**src/rtl/seq_gen_pkg.sv**
```systemverilog
// Shared constants for the parametrised sequence generator: end-of-range mode
// encodings and default geometry.
package seq_gen_pkg;

   localparam logic [1:0] MODE_WRAP    = 2'b00;
   localparam logic [1:0] MODE_SAT     = 2'b01;
   localparam logic [1:0] MODE_BOUNCE  = 2'b10;
   localparam logic [1:0] MODE_ONESHOT = 2'b11;

   localparam int unsigned DEF_W   = 4;
   localparam int unsigned DEF_MOD = 16;
   localparam int unsigned DEF_OW  = 4;

endpackage

```
**src/rtl/seq_out_table.sv**
```systemverilog
// Output map of MOD entries, OW bits each: synchronous write, combinational
// read, identity contents after reset.
module seq_out_table
   import seq_gen_pkg::*;
#(
   parameter int unsigned W   = DEF_W,
   parameter int unsigned MOD = DEF_MOD,
   parameter int unsigned OW  = DEF_OW
) (
   input  logic          CLK,
   input  logic          RST,
   input  logic          we,
   input  logic [W-1:0]  waddr,
   input  logic [OW-1:0] wdat,
   input  logic [W-1:0]  raddr,
   output logic [OW-1:0] rdat
);

   logic [OW-1:0] tbl_q [MOD];

   // Reset takes precedence over a write on the same edge.
   always_ff @(posedge CLK) begin
      if (RST) begin
         for (int i = 0; i < int'(MOD); i++) begin
            tbl_q[i] <= OW'(i);
         end
      end else if (we && (32'(waddr) < MOD)) begin
         tbl_q[waddr] <= wdat;
      end
   end

   always_comb begin
      rdat = '0;
      if (32'(raddr) < MOD) begin
         rdat = tbl_q[raddr];
      end
   end

endmodule

```
**src/rtl/seq_gen_fsm_param.sv**
```systemverilog
// Up/down modulo-MOD state counter with wrap/saturate/bounce/one-shot end
// handling, registered terminal-count pulse and a writable output map.
module seq_gen_fsm_param
   import seq_gen_pkg::*;
#(
   parameter int unsigned W   = DEF_W,
   parameter int unsigned MOD = DEF_MOD,
   parameter int unsigned OW  = DEF_OW
) (
   input  logic          CLK,
   input  logic          RST,
   input  logic          CE,
   input  logic          LOAD,
   input  logic [W-1:0]  DAT_I,
   input  logic          UP,
   input  logic [1:0]    MODE,
   input  logic          TBL_WE,
   input  logic [W-1:0]  TBL_ADDR,
   input  logic [OW-1:0] TBL_DAT,
   output logic [W-1:0]  CNT,
   output logic [OW-1:0] SEQ,
   output logic          TC,
   output logic          DIR,
   output logic          DONE
);

   localparam int unsigned TOP_I = MOD - 1;
   localparam logic [W:0]  TOP   = TOP_I[W:0];
   localparam logic [W:0]  ONE   = (W+1)'(1);

   logic [W-1:0] cnt_q, cnt_d;
   logic         dir_q, dir_d;
   logic         done_q, done_d;
   logic         tc_q, tc_d;

   logic         d_up, at_term, reach;
   logic [W:0]   cnt_x, step_x, hold_x, load_x, bounce_x;

   always_comb begin
      cnt_x    = {1'b0, cnt_q};
      d_up     = (MODE == MODE_BOUNCE) ? dir_q : UP;
      at_term  = d_up ? (cnt_x == TOP) : (cnt_x == '0);
      step_x   = d_up ? (cnt_x + ONE) : (cnt_x - ONE);
      hold_x   = at_term ? cnt_x : step_x;
      reach    = d_up ? (hold_x == TOP) : (hold_x == '0);
      load_x   = ({1'b0, DAT_I} > TOP) ? TOP : {1'b0, DAT_I};
      // A single-state range has nowhere to bounce to.
      bounce_x = (MOD == 1) ? '0 : (d_up ? (TOP - ONE) : ONE);

      cnt_d  = cnt_q;
      dir_d  = dir_q;
      done_d = done_q;
      tc_d   = 1'b0;

      if (LOAD) begin
         cnt_d  = load_x[W-1:0];
         dir_d  = UP;
         done_d = 1'b0;
      end else if (CE) begin
         unique case (MODE)
            MODE_WRAP: begin
               tc_d  = at_term;
               cnt_d = at_term ? (d_up ? '0 : TOP[W-1:0]) : step_x[W-1:0];
            end
            MODE_SAT: begin
               tc_d  = at_term;
               cnt_d = hold_x[W-1:0];
            end
            MODE_BOUNCE: begin
               tc_d  = at_term;
               cnt_d = at_term ? bounce_x[W-1:0] : step_x[W-1:0];
               if (at_term) dir_d = ~d_up;
            end
            MODE_ONESHOT: begin
               if (!done_q) begin
                  cnt_d  = hold_x[W-1:0];
                  done_d = reach;
                  tc_d   = reach;
               end
            end
         endcase
      end
   end

   always_ff @(posedge CLK) begin
      if (RST) begin
         cnt_q  <= '0;
         dir_q  <= 1'b1;
         done_q <= 1'b0;
         tc_q   <= 1'b0;
      end else begin
         cnt_q  <= cnt_d;
         dir_q  <= dir_d;
         done_q <= done_d;
         tc_q   <= tc_d;
      end
   end

   seq_out_table #(
      .W   (W),
      .MOD (MOD),
      .OW  (OW)
   ) u_table (
      .CLK   (CLK),
      .RST   (RST),
      .we    (TBL_WE),
      .waddr (TBL_ADDR),
      .wdat  (TBL_DAT),
      .raddr (cnt_q),
      .rdat  (SEQ)
   );

   assign CNT  = cnt_q;
   assign TC   = tc_q;
   assign DIR  = (MODE == MODE_BOUNCE) ? dir_q : UP;
   assign DONE = done_q;

endmodule

```
**config.mk**
```make
export PLATFORM = sky130hd
export DESIGN_NAME = seq_gen_fsm_param
export DESIGN_NICKNAME = d
export VERILOG_FILES = /design/src/rtl/seq_gen_pkg.sv /design/src/rtl/seq_out_table.sv /design/src/rtl/seq_gen_fsm_param.sv
export SDC_FILE = /design/constraint.sdc
export NUM_CORES = 1
export LEC_CHECK = 0
export ABC_AREA = 1
export CORE_UTILIZATION = 55
export DETAILED_ROUTE_END_ITERATION = 10
export PLACE_DENSITY = 0.76
export SLEW_MARGIN = 0
export SYNTH_ARGS = -nofsm -noshare
export SYNTH_HDL_FRONTEND = slang
export SYNTH_SLANG_ARGS = --single-unit
```
**constraint.sdc**
```tcl
create_clock -name CLK -period 2.1 [get_ports CLK]
set_input_delay 0.21 -clock CLK [delete_from_list [all_inputs] [get_ports CLK]]
set_output_delay 0.21 -clock CLK [all_outputs]
set_load 0.1 [all_outputs]
```
==> out/qor.txt, run 1 <==
WL final = 9.19 mm
CP Capture Type = primary output
final worst path period share = 0.977
top cells by count, synth = nand2_1 (91), inv_1 (68), nor2_1 (66), edfxtp_1 (64), o21ai_0 (25)
H-tree levels = 3
final setup violation count = 0
Cell Area, Synth = 3870 sq um
Num CTS Buffers = 9
Relative slew margins = 0.711
largest net degree at the start of global routing = 23
GP Congestion = 0.930
first-pass GRT wire length = 14.6 mm
Tmin final = 2050 ps
Clock Tree Root = clkbuf_8
Distinct cells, synth = 26
Layout Cells excl Fill = 592
Req. time, crit path = 1890 ps
Syn. warnings = 0
Remaining DRCs = 0
MaxCap Viol Count = 0
routed len/inst = 15.5 microns
net count after synthesis = 461
crit-path max FO = 7
Mapped Cells = 440
leak pwr = 1.90 nW
top-count cell post-synth = nand2_1
Hold Crit Class = input pin to register
syn avg cell area = 8.80 sq um
HPWL after DPL = 6.60 mm
antenna violations before repair = 0
DR iter-0 viols = 326
Clock Path Buffers = 2
CP Launch Type = register
Die X = 85.9 microns
Max Clk Rate = 487 MHz
kind of critical path = register to primary output
register area share after synthesis = 0.554
via density per instance = 5.44
Worst-Skew Late Latency = 350 ps
gr ovfl total = 0
Diodes inserted = 0
ys async rst share = 0
unrepaired setup endpoints after global routing = no
core region area = 6790 sq um
total die area = 7380 sq um
Total GRT Usage = 0.267
Synth area leader = edfxtp_1
CTS tree = built
worst hold slack = 510 ps
via count = 3222
row count = 30
final core occ = 0.686
Sink Count = 75
Power Density = 778 nW/um^2
Max VDD drop = 0.000393 V
CTS clk-pin slew, worst paths = 80 ps
area share of the largest cell type after synthesis = 0.497
total I/O pin count = 31
synth top area cells = edfxtp_1 (50%), nand2_1 (8.8%), inv_1 (6.6%)
cts hold-fix bufs = 0
CP arrival = 1840 ps
Area Overhead vs Synth = 20.4%
Final Max Tran Viols = 0
initial core utilization = 0.570
Worst Skew = 2.90 ps
DR pass1 iterations = 5
EDFF count, synth = 64
Placed Cells = 569
Nets = 512
port buffer count = 30
Top FF cell, synth = edfxtp_1
total power = 3.63 mW
Tightest Pin Transition = 428 ps
Die Y = 85.9 microns
Routed Antenna Nets = 0
layout cell share with drive strength beyond 1 = 0.141
#FFs+latches synth = 75
number of global-route vias before repair = 3095
fillcell total = 549
status = completed
Hold Vio Cnt, Final = 0
## stage by stage
step | setup WS [ps] | area (sq um) | TNS (ps)
after floorplan | 4.92 | 3870 | 0
after global placement | 9.77 | 4430 | 0
after detailed placement | -59.9 | 4430 | -112
after CTS | 48.7 | 4600 | 0
after global routing | 4.73 | 4660 | 0
final | 47.9 | 4660 | 0
## worst max-delay path, stage by stage, from the launching register on
cell	delay [ps]
dfxtp_4	390
buf_4	160
buf_4	130
mux2i_1	120
o211ai_1	250
nand3_1	110
nand2_1	130
buf_12	180
## worst paths after layout
path / startpoint / to / slack [ps] / cells past startpoint
max: register / SEQ[1] / 50 / 7
min: CE / TC$_SDFF_PP0_ / 510 / 3
max reg2reg: dir_q$_SDFFE_PP1P_ / TC$_SDFF_PP0_ / 360 / 13
min reg2reg: DONE$_SDFFE_PP0P_ / DONE$_SDFFE_PP0P_ / 530 / 2
## layer usage
metal | global-route usage | vias up | wire [microns]
met3 | 0.0577 | 16 | 735
met2 | 0.440 | 157 | 4460
met4 | 0.109 | 0 | 189
li1 | - | 1563 | -
met5 | 0 | - | 0
met1 | 0.345 | 1486 | 3810
## what timing repair did
| action | in CTS | in global routing |
|---|---|---|
| pin swaps | 0 | 2 |
| gates resized for setup | 1 | 10 |
| setup endpoints to repair | 4 | 4 |
| buffers inserted | 0 | 7 |
## cell type report
cell class / count / area, sq um / area share
Inverter: 71 / 273 / 0.0585
Timing Repair Buffer: 55 / 548 / 0.118
Clock inverter: 7 / 43.8 / 0.00940
Sequential cell: 75 / 2150 / 0.461
Tap cell: 96 / 120 / 0.0258
Multi-Input combinational cell: 279 / 1400 / 0.301
Clock buffer: 9 / 124 / 0.0266
## power breakdown
group	internal (mW)	total (mW)	switching (mW)
Sequential	1.70	1.76	0.0593
Combinational	0.316	0.903	0.587
Clock	0.422	0.963	0.541
Total	2.44	3.63	1.19
## kinds of logic (layout without fill, tap and decap cells)
logic type      count (synthesis)  count (layout)  share of synthesized area
fa+ha+maj                       1               1                    0.00323
compound gates                 76              76                      0.118
flops                          75              75                      0.554
buf+inv                        86             142                     0.0850
mux                            16              16                     0.0414
simple gates                  186             186                      0.199
## sequential cells by signal, summed over array words and instances, names as in the netlist, named ones only
name / count
DONE: 1
TC: 1
u_table.tbl_q: 64
CNT: 4
dir_q: 1
## cell usage in the layout, fill, tap and decap left out, types with 3 or more instances in the layout
| master | n |
|---|---|
| dfxtp_2 | 3 |
| nand2_4 | 4 |
| dfxtp_1 | 7 |
| a21oi_1 | 24 |
| buf_12 | 7 |
| o21ai_0 | 20 |
| a21oi_2 | 3 |
| o211ai_1 | 18 |
| edfxtp_1 | 64 |
| clkinv_1 | 3 |
| clkdlybuf4s50_1 | 19 |
| nor3_1 | 3 |
| nor2_1 | 66 |
| clkbuf_8 | 9 |
| buf_4 | 29 |
| clkinvlp_4 | 4 |
| nand3_1 | 16 |
| nand2_2 | 4 |
| nand2_1 | 91 |
| mux2i_1 | 16 |
| inv_1 | 67 |
| o21ai_1 | 4 |
Note: power is estimated with default switching activity, not from simulation.
==> inputs of run 2 (changes only) <==
- CAP_MARGIN: not set -> 25
- CTS_CLUSTER_SIZE: not set -> 12
==> results of run 2 <==
No change in the layout: final DEF, timing and power equal those of run 1.
